`src/rtl/rf_write_ctrl_pkg.sv`:
```
// rtl/rf_write_ctrl_pkg.sv - shared defaults and state encoding for the register-file write controller
package rf_write_ctrl_pkg;

  localparam int DATA_W_DEF = 16;
  localparam int ADDR_W_DEF = 4;
  localparam int NREGS_DEF  = 16;

  localparam logic [0:0] ST_IDLE  = 1'b0;
  localparam logic [0:0] ST_SCRUB = 1'b1;

endpackage

```
`src/rtl/rf_write_ctrl_arb.sv`:
```
// rtl/rf_write_ctrl_arb.sv - two-way round-robin picker producing a one-hot grant
module rr_arb2 (
  input  logic [1:0] i_elig,
  input  logic       i_ptr,
  output logic [1:0] o_grant
);

  // i_ptr names the requester that wins a tie
  always_comb begin
    o_grant = 2'b00;
    if (i_elig == 2'b11) begin
      o_grant = i_ptr ? 2'b10 : 2'b01;
    end else begin
      o_grant = i_elig;
    end
  end

endmodule

```
`src/rtl/rf_write_ctrl.sv`:
```
// rtl/rf_write_ctrl.sv - arbitrates two register-file writers and sweeps the file to zero on request
module rf_write_ctrl
  import rf_write_ctrl_pkg::*;
#(
  parameter int DATA_W = DATA_W_DEF,
  parameter int ADDR_W = ADDR_W_DEF,
  parameter int NREGS  = NREGS_DEF
) (
  input  logic              clk,
  input  logic              clear,
  input  logic              req0,
  input  logic [ADDR_W-1:0] addr0,
  input  logic [DATA_W-1:0] data0,
  input  logic              req1,
  input  logic [ADDR_W-1:0] addr1,
  input  logic [DATA_W-1:0] data1,
  input  logic              scrub_req,
  output logic [DATA_W-1:0] rf_c,
  output logic [ADDR_W-1:0] rf_caddr,
  output logic              rf_load,
  output logic              ack0,
  output logic              ack1,
  output logic              busy,
  output logic              scrub_done
);

  // one extra bit lets the counter reach NREGS, marking the post-sweep done cycle
  localparam int              CNT_W     = ADDR_W + 1;
  localparam logic [CNT_W-1:0] SCRUB_END = CNT_W'(NREGS);

  logic [0:0]       r_state;
  logic [CNT_W-1:0] r_cnt;
  logic             r_ptr;
  logic [1:0]       w_elig;
  logic [1:0]       w_grant;

  // a requester whose ack is showing this cycle is already served
  assign w_elig = {req1 & ~ack1, req0 & ~ack0};

  rr_arb2 u_arb (
    .i_elig  (w_elig),
    .i_ptr   (r_ptr),
    .o_grant (w_grant)
  );

  always_ff @(posedge clk or posedge clear) begin
    if (clear) begin
      r_state    <= ST_IDLE;
      r_cnt      <= '0;
      r_ptr      <= 1'b0;
      rf_c       <= '0;
      rf_caddr   <= '0;
      rf_load    <= 1'b0;
      ack0       <= 1'b0;
      ack1       <= 1'b0;
      busy       <= 1'b0;
      scrub_done <= 1'b0;
    end else begin
      rf_load    <= 1'b0;
      ack0       <= 1'b0;
      ack1       <= 1'b0;
      scrub_done <= 1'b0;
      case (r_state)
        ST_IDLE: begin
          if (scrub_req) begin
            r_state <= ST_SCRUB;
            r_cnt   <= '0;
            busy    <= 1'b1;
          end else if (w_grant[0]) begin
            rf_load  <= 1'b1;
            rf_caddr <= addr0;
            rf_c     <= data0;
            ack0     <= 1'b1;
            r_ptr    <= 1'b1;
          end else if (w_grant[1]) begin
            rf_load  <= 1'b1;
            rf_caddr <= addr1;
            rf_c     <= data1;
            ack1     <= 1'b1;
            r_ptr    <= 1'b0;
          end
        end
        default: begin
          if (r_cnt == SCRUB_END) begin
            r_state    <= ST_IDLE;
            r_cnt      <= '0;
            busy       <= 1'b0;
            scrub_done <= 1'b1;
          end else begin
            rf_load  <= 1'b1;
            rf_caddr <= r_cnt[ADDR_W-1:0];
            rf_c     <= '0;
            r_cnt    <= r_cnt + 1'b1;
          end
        end
      endcase
    end
  end

endmodule

```
`config.mk`:
```
export PLATFORM = sky130hd
export DESIGN_NAME = rf_write_ctrl
export DESIGN_NICKNAME = d
export VERILOG_FILES = /design/src/rtl/rf_write_ctrl_pkg.sv /design/src/rtl/rf_write_ctrl_arb.sv /design/src/rtl/rf_write_ctrl.sv
export SDC_FILE = /design/constraint.sdc
export NUM_CORES = 1
export LEC_CHECK = 0
export BUFFER_PORTS_ARGS = -buffer_cell sky130_fd_sc_hd__buf_4
export CAP_MARGIN = 5
export CORE_MARGIN = 3
export CORE_UTILIZATION = 48
export CTS_BUF_LIST = sky130_fd_sc_hd__clkbuf_4 sky130_fd_sc_hd__clkbuf_8
export CTS_CLUSTER_SIZE = 8
export DETAILED_ROUTE_END_ITERATION = 10
export PLACE_DENSITY = 0.81
export SYNTH_ARGS = -nofsm -noshare
export SYNTH_HDL_FRONTEND = slang
export SYNTH_SLANG_ARGS = --single-unit
```
`constraint.sdc`:
```
create_clock -name clk -period 2.46 [get_ports clk]
set_input_delay 0.246 -clock clk [delete_from_list [all_inputs] [get_ports clk]]
set_output_delay 0.246 -clock clk [all_outputs]
set_load 0.01 [all_outputs]
```
==> metrics.log, run 1 <==
[metrics] RSZ-0062 raised after global routing: false
[metrics] GR Layer Usage met2: 37.3%
[metrics] via density per instance: 5.39
[metrics] Floorplan Core Area: 3080 um^2
[metrics] YS warnings: 0
[metrics] met1 usage: 24.6%
[metrics] wire length of the first global-routing pass: 6690 um
[metrics] Crit Path Category: flip-flop to flip-flop
[metrics] global-route total usage across every layer: 21.5%
[metrics] count of pins over their slew limit: 0
[metrics] Area after DPL: 2130 um^2
[metrics] master of the slowest instance on the critical path: dfrtp_1
[metrics] floorplan row count: 20
[metrics] final total power: 1710 uW
[metrics] hold crit path type: input pin to asynchronous set/reset pin
[metrics] number of unique standard cell types used by synthesis: 30
[metrics] Max Buffers Root-to-Sink: 2
[metrics] number of H-tree branching levels: 2
[metrics] fraction of final layout cells with drive strength greater than 1: 45.3%
[metrics] vias post-DR: 1332
[metrics] final worst-path cycle share: 72.0%
[metrics] pin count of the biggest net entering global routing: 22
[metrics] layer with the highest usage: met2
[metrics] run status: completed
[metrics] register cell area after layout: 801 um^2
[metrics] cell count after synthesis: 132
[metrics] area of combinational cells with multiple inputs: 696 um^2
[metrics] power per standard cell area: 790 nW/um^2
[metrics] total of hold buffers inserted after clock tree synthesis: 0
[metrics] Inserted Diodes: 0
[metrics] cell area after layout: 2170 um^2
[metrics] via count of the first global-routing pass: 1377
[metrics] net count of the finished layout: 252
[metrics] ordered list of cells on the worst path: inv_1 -> ha_1 -> nor4bb_4 -> nand2b_4 -> and2_4 -> o31ai_1
[metrics] DRC marker count from the first detailed-route iteration: 74
[metrics] met3 Usage GRT: 7.31%
[metrics] sum of buffers and inverters on the critical path: 1
[metrics] number of max-capacitance violations reported: 0
[metrics] Tightest Pin Transition: 0.741 ns
[metrics] number of gates given a new drive strength after cts: 0
[metrics] fin crit period: 1.77 ns
[metrics] total overflow reported by the global router: 0
[metrics] post-detailed-placement half-perimeter wirelength: 3160 um
[metrics] endpoints failing setup: 0
[metrics] synth-to-layout area growth: 38.0%
[metrics] master cell of the clock root buffer: clkbuf_4
[metrics] synthesized net count: 179
[metrics] final hold violation count: 0
[metrics] layout filler cell count: 239
[metrics] clock buffer count from CTS: 5
[metrics] number of post-CTS setup repair buffers: 0
[metrics] R2R Setup Slk: 0.69 ns
[metrics] most frequent cells in the layout: buf_4, dfrtp_1, mux2i_1
[metrics] first drt pass iteration count: 4
[metrics] leakage power figure: 0.00113 uW
[metrics] Critical Path End Type: flip-flop
[metrics] area of the die: 4000 um^2
[metrics] Setup crit start kind: flip-flop
[metrics] average wire per cell in the routed design: 16.2 um
[metrics] Antenna Nets Post-Route: 0
[metrics] TritonCTS sink count: 32
[metrics] clock insertion delay at the later pin of the skew report: 0.32 ns
[metrics] Mapped Area: 1570 um^2
[metrics] family of cells with the greatest summed delay on the critical path: simple AND/OR/NAND/NOR gates
[metrics] Worst slew margin: 50.6%
[metrics] number of storage elements in the synthesis netlist: 32
[metrics] initial cell density of the core: 51.1%
[metrics] total negative slack for setup checks: 0 ns
[metrics] Worst Skew: 0.00779 ns
[metrics] utilization of the core after routing: 70.5%
[metrics] data required time at the worst endpoint: 2.65 ns
[metrics] Die H: 63.2 um
[metrics] DRC violations left: 0
[metrics] VDD IR-drop max: 526 uV
[metrics] Routed Wire Length: 4000 um
[metrics] number of antenna violations at the first check in global routing: 0
[metrics] CP max stage delay: 0.43 ns
[metrics] clock tree from TritonCTS: built
[metrics] syn avg cell area: 11.9 um^2
[metrics] Crit Path Max Fanout: 21
[metrics] number of top-level pins: 70
[metrics] Port Buf Inserts: 69
[metrics] Final GP Congestion: 0.863
[metrics] die width: 63.2 um
[metrics] most common cell after layout, fill and taps aside: buf_4
[metrics] clock slew at the register clock pins of the worst setup and hold paths: 0.09 ns
[metrics] Crit path arrival time: 1.96 ns
[metrics] upper clock frequency limit: 564 MHz
[metrics] fraction of the yosys area taken by sequential cells: 50.9%
-- flip-flops by register name (all words and copies together) (netlist names) --
signal / cells
ack0: 1
ack1: 1
busy: 1
r_cnt: 5
r_ptr: 1
r_state: 1
rf_c: 16
rf_caddr: 4
rf_load: 1
scrub_done: 1
-- stage by stage --
| stage | hold WS [ns] | cells | setup slack, ns |
|---|---|---|---|
| after floorplan | 0.328 | 132 | 0.941 |
| after global placement | 0.420 | 242 | 0.832 |
| after detailed placement | 0.430 | 242 | 0.727 |
| after CTS | 0.0752 | 247 | 0.708 |
| after global routing | 0.117 | 247 | 0.594 |
| final | 0.0536 | 247 | 0.688 |
-- report_power, final --
group / leakage [uW] / total [uW] / switching, uW / internal, uW
sequential: 0.000416 / 774 / 125 / 649
combinational: 0.000695 / 694 / 352 / 342
clock: 0.0000230 / 246 / 151 / 95.3
total: 0.00113 / 1710 / 628 / 1090
-- area by class of cell --
cell class,count,share of cell area [%]
Clock buffer,5,1.73
Inverter,9,1.56
Multi-Input combinational cell,84,32.0
Sequential cell,32,36.9
Tap cell,44,2.54
Timing Repair Buffer,73,25.2
-- synth_stat cells --
| cell type | count | share of area (%) |
|---|---|---|
| a21o_1 | 2 | 0.95 |
| nor2b_1 | 1 | 0.40 |
| a22o_1 | 1 | 0.56 |
| and2b_1 | 1 | 0.48 |
| mux2i_1 | 18 | 11 |
| nand2b_4 | 1 | 0.87 |
| nor3_1 | 2 | 0.64 |
| and2_4 | 1 | 0.56 |
| o31ai_1 | 4 | 1.9 |
| inv_1 | 9 | 2.1 |
| a31o_2 | 3 | 1.7 |
| nor4bb_4 | 1 | 1.6 |
| nand3b_1 | 1 | 0.48 |
| dfrtp_1 | 32 | 51 |
| nand4_1 | 1 | 0.40 |
| o21ai_0 | 2 | 0.64 |
| a21oi_1 | 5 | 1.6 |
| o22ai_1 | 1 | 0.40 |
| nor2_1 | 7 | 1.7 |
| a221oi_1 | 1 | 0.56 |
| o21ai_1 | 1 | 0.32 |
| clkbuf_1 | 1 | 0.24 |
| o2bb2ai_2 | 7 | 6.7 |
| buf_2 | 4 | 1.3 |
| buf_6 | 2 | 1.4 |
| xor2_1 | 1 | 0.56 |
| ha_1 | 2 | 1.6 |
| o2bb2ai_1 | 9 | 5.0 |
| nand2_1 | 6 | 1.4 |
| nand3_1 | 5 | 1.6 |
-- final timing paths --
path                                           start                      end  depth (start not counted)
worst max register to register  r_cnt[1]$_DFFE_PP0N_  rf_caddr[2]$_DFFE_PP0P_                          6
min in group clk                           scrub_req     r_cnt[3]$_DFFE_PP0N_                          2
max in group asynchronous                      clear      rf_c[1]$_DFFE_PP0P_                          3
worst min register to register   rf_c[5]$_DFFE_PP0P_      rf_c[5]$_DFFE_PP0P_                          1
worst min-delay path                           clear  rf_caddr[3]$_DFFE_PP0P_                          2
worst max-delay path            r_cnt[1]$_DFFE_PP0N_  rf_caddr[2]$_DFFE_PP0P_                          6
-- cell families (layout without fill, tap and decap cells) --
| logic type | Yosys count | in the layout | share of synthesized area [%] |
|---|---|---|---|
| AOI/OAI and AO/OA | 36 | 36 | 20.3 |
| xor gates and xnor gates | 1 | 1 | 0.557 |
| adders and majority gates | 2 | 2 | 1.59 |
| buffers and inverters | 16 | 87 | 5.09 |
| DFF | 32 | 32 | 50.9 |
| muxes | 18 | 18 | 11.5 |
| and+or+nand+nor | 27 | 27 | 10.1 |
-- metal layers --
| metal | part of all wire [%] | wire length [um] |
|---|---|---|
| met2 | 51 | 2040 |
| met3 | 8.2 | 328 |
| met4 | 2.2 | 87 |
| met1 | 39 | 1540 |
| met5 | 0 | 0 |
(Power assumes the default switching activity.)
==> inputs of run 2 (changes only) <==
--- a/config.mk
+++ b/config.mk
@@ -5,6 +5,7 @@
 export SDC_FILE = /design/constraint.sdc
 export NUM_CORES = 1
 export LEC_CHECK = 0
+export ABC_AREA = 1
 export BUFFER_PORTS_ARGS = -buffer_cell sky130_fd_sc_hd__buf_4
 export CAP_MARGIN = 5
 export CORE_MARGIN = 3
@@ -12,7 +13,7 @@
 export CTS_BUF_LIST = sky130_fd_sc_hd__clkbuf_4 sky130_fd_sc_hd__clkbuf_8
 export CTS_CLUSTER_SIZE = 8
 export DETAILED_ROUTE_END_ITERATION = 10
-export PLACE_DENSITY = 0.81
+export PLACE_DENSITY = 0.79
 export SYNTH_ARGS = -nofsm -noshare
 export SYNTH_HDL_FRONTEND = slang
 export SYNTH_SLANG_ARGS = --single-unit
==> constraint.sdc (replaced) <==
create_clock -name clk -period 1.73 [get_ports clk]
set_input_delay 0.173 -clock clk [delete_from_list [all_inputs] [get_ports clk]]
set_output_delay 0.173 -clock clk [all_outputs]
set_load 0.01 [all_outputs]
==> metrics.log, run 2 <==
[metrics] endpoints failing setup: 0 (unchanged)
[metrics] fraction of the yosys area taken by sequential cells: 45.8% (-5.1 points)
[metrics] die width: 66.3 um (+4.9%)
[metrics] most common cell after layout, fill and taps aside: buf_4
[metrics] Post-Synth Adder-Cell Area: 1.43% (-0.16 points)
[metrics] total overflow reported by the global router: 0 (unchanged)
[metrics] synthesized net count: 263 (+47%)
[metrics] power per standard cell area: 1280 nW/um^2 (+62%)
[metrics] DRC violations left: 0 (unchanged)
[metrics] post-synthesis simple-gate area fraction: 35.7% (+26 points)
[metrics] Crit path arrival time: 1.81 ns (-0.15 ns)
[metrics] Max Buffers Root-to-Sink: 2 (unchanged)
[metrics] area of the die: 4400 um^2 (+10%)
[metrics] number of enable flip-flop cells after synthesis: 0 (unchanged)
[metrics] Yosys top cell area share: 45.8% (-5.1 points)
[metrics] final worst-path cycle share: 92.1% (+20 points)
[metrics] upper clock frequency limit: 628 MHz (+11%)
[metrics] highest signal layer in the routed design: met4
[metrics] number of H-tree branching levels: 2 (unchanged)
[metrics] metal1 wirelength: 1680 um (+8.9%)
[metrics] flip-flop count of the largest register after layout: 16 (unchanged)
[metrics] number of post-CTS setup repair buffers: 0 (unchanged)
[metrics] number of antenna violations at the first check in global routing: 0 (unchanged)
[metrics] most frequent cells in the layout: buf_4, nand2_1, dfrtp_1
[metrics] YS warnings: 0 (unchanged)
[metrics] cell area after layout: 2370 um^2 (+9.2%)
[metrics] Worst slew margin: 70.4% (+20 points)
[metrics] total negative slack for setup checks: 0 ns (unchanged)
[metrics] number of unique standard cell types used by synthesis: 24 (-20%)
[metrics] via density per instance: 4.69 (-13%)
[metrics] fraction of final layout cells with drive strength greater than 1: 38.8% (-6.5 points)
[metrics] number of top-level pins: 70 (unchanged)
[metrics] most area-hungry cell type in the Yosys netlist: dfrtp_1
[metrics] Worst Skew: 0.00833 ns (+0.000539 ns)
[metrics] met2 wire length: 1920 um (-6.1%)
[metrics] cell with the most instances after synthesis: nand2_1
[metrics] Crit Path Max Fanout: 11 (-48%)
[metrics] post-detailed-placement half-perimeter wirelength: 3020 um (-4.4%)
[metrics] syn avg cell area: 8.09 um^2 (-32%)
[metrics] Met3 Wirelength: 187 um (-43%)
[metrics] multiplexer area fraction after synthesis: 0% (-11 points)
[metrics] hold crit path type: input pin to flip-flop
[metrics] initial cell density of the core: 51.1% (about the same)
[metrics] clock slew at the register clock pins of the worst setup and hold paths: 0.08 ns (about the same)
[metrics] average wire per cell in the routed design: 11.5 um (-29%)
[metrics] Setup crit start kind: flip-flop
[metrics] clock buffer count from CTS: 5 (unchanged)
[metrics] post-synthesis compound-gate area fraction: 5.30% (-15 points)
[metrics] leakage power figure: 0.00136 uW (+20%)
[metrics] clock tree from TritonCTS: built
[metrics] reg2reg path depth: 8 (+2)
[metrics] first drt pass iteration count: 4 (unchanged)
[metrics] Mapped Area: 1750 um^2 (+11%)
[metrics] Post-Synth XOR/XNOR Area: 1.50% (+0.95 points)
[metrics] DRC marker count from the first detailed-route iteration: 89 (+20%)
[metrics] RSZ-0062 raised after global routing: false
[metrics] top cells by instance count after synthesis: nand2_1, dfrtp_1, nand3_1
[metrics] layout filler cell count: 295 (+23%)
[metrics] Port Buf Inserts: 69 (unchanged)
[metrics] synth-to-layout area growth: 35.7%
[metrics] global-route total usage across every layer: 18.8% (-2.7 points)
[metrics] Tightest Pin Transition: 0.444 ns (-0.296 ns)
[metrics] TritonCTS sink count: 32 (unchanged)
[metrics] vias post-DR: 1582 (+19%)
[metrics] run status: completed
[metrics] dominant combinational cell family by area after synthesis: simple AND/OR/NAND/NOR gates
[metrics] Antenna Nets Post-Route: 0 (unchanged)
[metrics] fin crit period: 1.59 ns (-0.179 ns)
[metrics] data required time at the worst endpoint: 1.95 ns (-0.70 ns)
[metrics] wire length of the first global-routing pass: 6340 um (-5.2%)
[metrics] async set-or-reset flop fraction in the synthesized netlist: 100% (unchanged)
[metrics] floorplan row count: 21 (+5.0%)
[metrics] number of storage elements in the synthesis netlist: 32 (unchanged)
[metrics] number of instances on the worst hold path: 3
[metrics] clock insertion delay at the later pin of the skew report: 0.32 ns (about the same)
[metrics] Critical Path End Type: flip-flop
[metrics] Die H: 66.3 um (+4.9%)
[metrics] Floorplan Core Area: 3420 um^2 (+11%)
[metrics] master cell of the clock root buffer: clkbuf_4
[metrics] Area after DPL: 2290 um^2 (+7.2%)
[metrics] net count of the finished layout: 337 (+34%)
[metrics] register bank with the most flops: rf_c
[metrics] largest registers: rf_c x16, r_cnt x5, rf_caddr x4
[metrics] top area cells in the synthesized netlist: dfrtp_1, nand2_1, nand3_1
[metrics] Inserted Diodes: 0 (unchanged)
[metrics] via count of the first global-routing pass: 1475 (+7.1%)
[metrics] count of pins over their slew limit: 0 (unchanged)
[metrics] final hold violation count: 0 (unchanged)
[metrics] pin count of the biggest net entering global routing: 33 (+50%)
[metrics] cell count after synthesis: 216 (+64%)
[metrics] Crit Path Category: flip-flop to flip-flop
[metrics] number of max-capacitance violations reported: 0 (unchanged)
[metrics] dominant register cell in the synthesized netlist: dfrtp_1
[metrics] Final GP Congestion: 0.864 (+0.16%)
[metrics] Routed Wire Length: 3880 um (-2.9%)
[metrics] VDD IR-drop max: 601 uV (+14%)
[run 2: repair_timing]
item / 4_1_cts / 5_1_grt
hold buffers: 1 / 0
endpoints found under the setup margin: 0 / 18
gates resized for setup: 0 / 2
endpoints found under the hold margin: 32 / 0
[run 2: path summary, 6_finish.rpt]
path / start / to / slack (ns)
worst max-delay path: r_state$_DFF_PP0_ / rf_caddr[3]$_DFFE_PP0P_ / 0.14
max in group asynchronous: clear / rf_caddr[3]$_DFFE_PP0P_ / 0.97
worst max register to register: r_state$_DFF_PP0_ / rf_caddr[3]$_DFFE_PP0P_ / 0.14
min in group asynchronous: clear / rf_c[1]$_DFFE_PP0P_ / 0.46
worst min register to register: rf_c[0]$_DFFE_PP0P_ / rf_c[0]$_DFFE_PP0P_ / 0.49
worst min-delay path: scrub_req / busy$_DFFE_PP0P_ / 0.13
[run 2: metrics by stage]
stage                     hold slack [ns]  total power, uW  setup slack [ns]  utilization, %  std cells
after detailed placement            0.287             2590             0.140            67.0        328
final                               0.127             3040             0.137            69.4        337
after floorplan                     0.289             2070             0.342               -        216
after CTS                           0.107             3060             0.124            69.2        337
after global routing                0.111             3290          0.000428            69.4        337
after global placement              0.283             2550             0.167            67.0        328
[run 2: routing by layer]
metal	vias to the layer above	global-route usage (%)
met5	-	0
met4	0	8.38
met3	8	3.74
met2	41	31.7
met1	708	23.0
li1	825	-
[run 2: report_power, final]
| part | internal [uW] | total, uW | switching, uW |
|---|---|---|---|
| registers | 1010 | 1230 | 221 |
| logic | 612 | 1350 | 736 |
| clock network | 232 | 463 | 231 |
| total | 1850 | 3040 | 1190 |
[run 2: area by class of cell]
cell class                      instances  area (um^2)  area share [%]
Timing Repair Buffer                   75          566            23.9
Tap cell                               46         57.6            2.43
Multi-Input combinational cell        150          773            32.6
Inverter                               26          108            4.54
Clock buffer                            8         66.3            2.80
Sequential cell                        32          801            33.8
[run 2: cells by family after synthesis]
kind of cell | after synthesis
compound gates | 18
simple gates | 127
buf+inv | 34
fa+ha+maj | 2
xor+xnor | 3
flops | 32
[run 2: worst max-delay path, cell delays in order, from the launching register on]
cell and delay [ns]:
dfrtp_1 0.62, inv_6 0.09, nand2_4 0.11, nor2_4 0.04
nand2_2 0.09, nand3_4 0.18, buf_4 0.22, nand3_1 0.08
nand2_1 0.05
==> inputs of run 3 (changes only) <==
--- a/config.mk
+++ b/config.mk
@@ -8,12 +8,13 @@
 export ABC_AREA = 1
 export BUFFER_PORTS_ARGS = -buffer_cell sky130_fd_sc_hd__buf_4
 export CAP_MARGIN = 5
-export CORE_MARGIN = 3
+export CORE_MARGIN = 4
 export CORE_UTILIZATION = 48
 export CTS_BUF_LIST = sky130_fd_sc_hd__clkbuf_4 sky130_fd_sc_hd__clkbuf_8
 export CTS_CLUSTER_SIZE = 8
 export DETAILED_ROUTE_END_ITERATION = 10
 export PLACE_DENSITY = 0.79
+export REMOVE_ABC_BUFFERS = 1
 export SYNTH_ARGS = -nofsm -noshare
 export SYNTH_HDL_FRONTEND = slang
 export SYNTH_SLANG_ARGS = --single-unit
==> metrics.log, run 3 (synthesis gave the netlist of run 2 again) <==
[metrics] Setup crit start kind: flip-flop
[metrics] Antenna Nets Post-Route: 0 (unchanged)
[metrics] Final GP Congestion: 0.909 (+5.2%)
[metrics] global-route total usage across every layer: 18.6% (-0.24 points)
[metrics] Critical Path End Type: flip-flop
[metrics] Port Buf Inserts: 69 (unchanged)
[metrics] floorplan row count: 21 (unchanged)
[metrics] vias post-DR: 1576 (-0.38%)
[metrics] fin crit period: 1.55 ns (-0.0459 ns)
[metrics] upper clock frequency limit: 647 MHz (+3.0%)
[metrics] post-detailed-placement half-perimeter wirelength: 3030 um (+0.41%)
[metrics] register bank with the most flops: rf_c
[metrics] most common cell after layout, fill and taps aside: buf_4
[metrics] die width: 68.3 um (+3.0%)
[metrics] number of H-tree branching levels: 2 (unchanged)
[metrics] TritonCTS sink count: 32 (unchanged)
[metrics] number of max-capacitance violations reported: 0 (unchanged)
[metrics] total overflow reported by the global router: 0 (unchanged)
[metrics] ordered list of cells on the worst path: inv_1 -> ha_1 -> nand2_1 -> inv_1 -> nand2_1 -> nand2_2 -> nand3_4 -> clkinv_8 -> nand2_1 -> nand2_1
[metrics] net count of the finished layout: 338 (+0.30%)
[metrics] Tightest Pin Transition: 0.381 ns (-0.0631 ns)
[metrics] Routed Wire Length: 3950 um (+1.6%)
[metrics] Worst slew margin: 74.6% (+4.2 points)
[metrics] Die H: 68.3 um (+3.0%)
[metrics] first drt pass iteration count: 4 (unchanged)
[metrics] power per standard cell area: 1270 nW/um^2 (-0.83%)
[metrics] wire length of the first global-routing pass: 6360 um (+0.32%)
[metrics] number of top-level pins: 70 (unchanged)
[metrics] layout filler cell count: 311 (+5.4%)
[metrics] Max Buffers Root-to-Sink: 2 (unchanged)
[metrics] cell area after layout: 2380 um^2 (+0.47%)
[metrics] CP max stage delay: 0.38 ns (-0.24 ns)
[metrics] family of cells with the greatest summed delay on the critical path: simple AND/OR/NAND/NOR gates
[metrics] clock buffer count from CTS: 5 (unchanged)
[metrics] synth-to-layout area growth: 36.4%
[metrics] Floorplan Core Area: 3420 um^2 (unchanged)
[metrics] DRC violations left: 0 (unchanged)
[metrics] final worst setup slack: 0.183 ns (+0.0459 ns)
[metrics] pin count of the biggest net entering global routing: 33 (unchanged)
[metrics] Crit Path Max Fanout: 20 (+9)
[metrics] total negative slack for setup checks: 0 ns (unchanged)
[metrics] endpoints failing setup: 0 (unchanged)
[metrics] final instance count without filler cells: 337 (unchanged)
[metrics] Crit path top cell by count: nand2_1
[metrics] master of the slowest instance on the critical path: dfrtp_1
[metrics] leakage power figure: 0.00136 uW (about the same)
[metrics] data required time at the worst endpoint: 1.96 ns (about the same)
[metrics] number of post-CTS setup repair buffers: 0 (unchanged)
[metrics] fraction of final layout cells with drive strength greater than 1: 38.8% (unchanged)
[metrics] Worst Skew: 0.00491 ns (-0.00342 ns)
[metrics] flip-flop count of the largest register after layout: 16 (unchanged)
[metrics] final worst-path cycle share: 89.4% (-2.7 points)
[metrics] setup slack at placement: 0.0417 ns (-0.0983 ns)
[metrics] largest registers: rf_c x16, r_cnt x5, rf_caddr x4
[metrics] final total power: 3030 uW (-0.36%)
[metrics] Crit path arrival time: 1.77 ns (-0.04 ns)
[metrics] most frequent cells in the layout: buf_4, nand2_1, dfrtp_1
[metrics] count of pins over their slew limit: 0 (unchanged)
[metrics] number of antenna violations at the first check in global routing: 0 (unchanged)
[metrics] clock insertion delay at the later pin of the skew report: 0.33 ns (about the same)
[metrics] sum of buffers and inverters on the critical path: 3 (+1)
[metrics] area of the die: 4670 um^2 (+6.1%)
[metrics] initial cell density of the core: 51.1% (unchanged)
[metrics] clock tree from TritonCTS: built
[metrics] clock slew at the register clock pins of the worst setup and hold paths: 0.09 ns (about the same)
[metrics] via count of the first global-routing pass: 1457 (-1.2%)
[metrics] VDD IR-drop max: 588 uV (-2.3%)
[metrics] average wire per cell in the routed design: 11.7 um (+1.6%)
[metrics] Crit Path Category: flip-flop to flip-flop
[metrics] hold crit path type: input pin to flip-flop
[metrics] total placed cells including tap cells: 328 (unchanged)
[metrics] RSZ-0062 raised after global routing: false
[metrics] via density per instance: 4.68 (-0.38%)
[metrics] final hold violation count: 0 (unchanged)
[metrics] run status: completed
[metrics] Area after DPL: 2290 um^2 (unchanged)
[metrics] DRC marker count from the first detailed-route iteration: 79 (-11%)
[metrics] Inserted Diodes: 0 (unchanged)
[metrics] master cell of the clock root buffer: clkbuf_4
run 3: cell count changes in the layout (fill, tap and decap cells not counted), sizes merged:
cell,previous run,this run
inv,26,25
nand3,28,29
clkinv,0,1
clkbuf,8,7
run 3: layout make-up:
class,instances,area [um^2],share of cell area (%)
Sequential cell,32,801,33.6
Multi-Input combinational cell,151,778,32.7
Timing Repair Buffer,75,566,23.7
Inverter,26,115,4.83
Clock buffer,7,65.1,2.73
Tap cell,46,57.6,2.42
run 3: power by group:
group | leakage [uW] | switching [uW] | internal (uW) | total, uW
sequential | 0.000412 | 205 | 1010 | 1210
combinational | 0.000915 | 741 | 611 | 1350
clock | 0.0000374 | 234 | 230 | 464
run 3: tightest hold or removal path, stage by stage:
cell,delay (ns)
buf_4,0.10
nand2_1,0.06
nand2_1,0.06
run 3: worst paths after layout:
| path | startpoint | endpoint | slack, ns | cells after the start |
|---|---|---|---|---|
| max | r_cnt[0]$_DFFE_PP0N_ | rf_c[7]$_DFFE_PP0P_ | 0.18 | 10 |
| max reg2reg | r_cnt[0]$_DFFE_PP0N_ | rf_c[7]$_DFFE_PP0P_ | 0.18 | 10 |
| max in group asynchronous | clear | r_cnt[3]$_DFFE_PP0N_ | 0.98 | 4 |
| min in group asynchronous | clear | rf_c[11]$_DFFE_PP0P_ | 0.47 | 4 |
| min | scrub_req | busy$_DFFE_PP0P_ | 0.10 | 3 |
| min reg2reg | rf_c[3]$_DFFE_PP0P_ | rf_c[3]$_DFFE_PP0P_ | 0.49 | 2 |
run 3: repair_timing:
action                                  in CTS  in global routing
resized for setup                            0                  3
hold buffers                                 1                  0
endpoints found under the hold margin       32                  0
endpoints found under the setup margin       0                 20
run 3: metrics by stage:
| stage | hold WS (ns) | utilization [%] |
|---|---|---|
| 6_report | 0.105 | 69.7 |
| 3_3_place_gp | 0.286 | 67.0 |
| 2_1_floorplan | 0.289 | - |
| 5_1_grt | 0.120 | 69.7 |
| 3_5_place_dp | 0.275 | 67.0 |
| 4_1_cts | 0.0993 | 69.2 |
run 3: per-layer routing:
layer	track usage [%]	vias up	share of wire, %
met1	24.8	690	43
met5	0	-	0
li1	-	823	-
met4	6.70	0	1.5
met2	28.2	57	47
met3	5.91	6	8.4
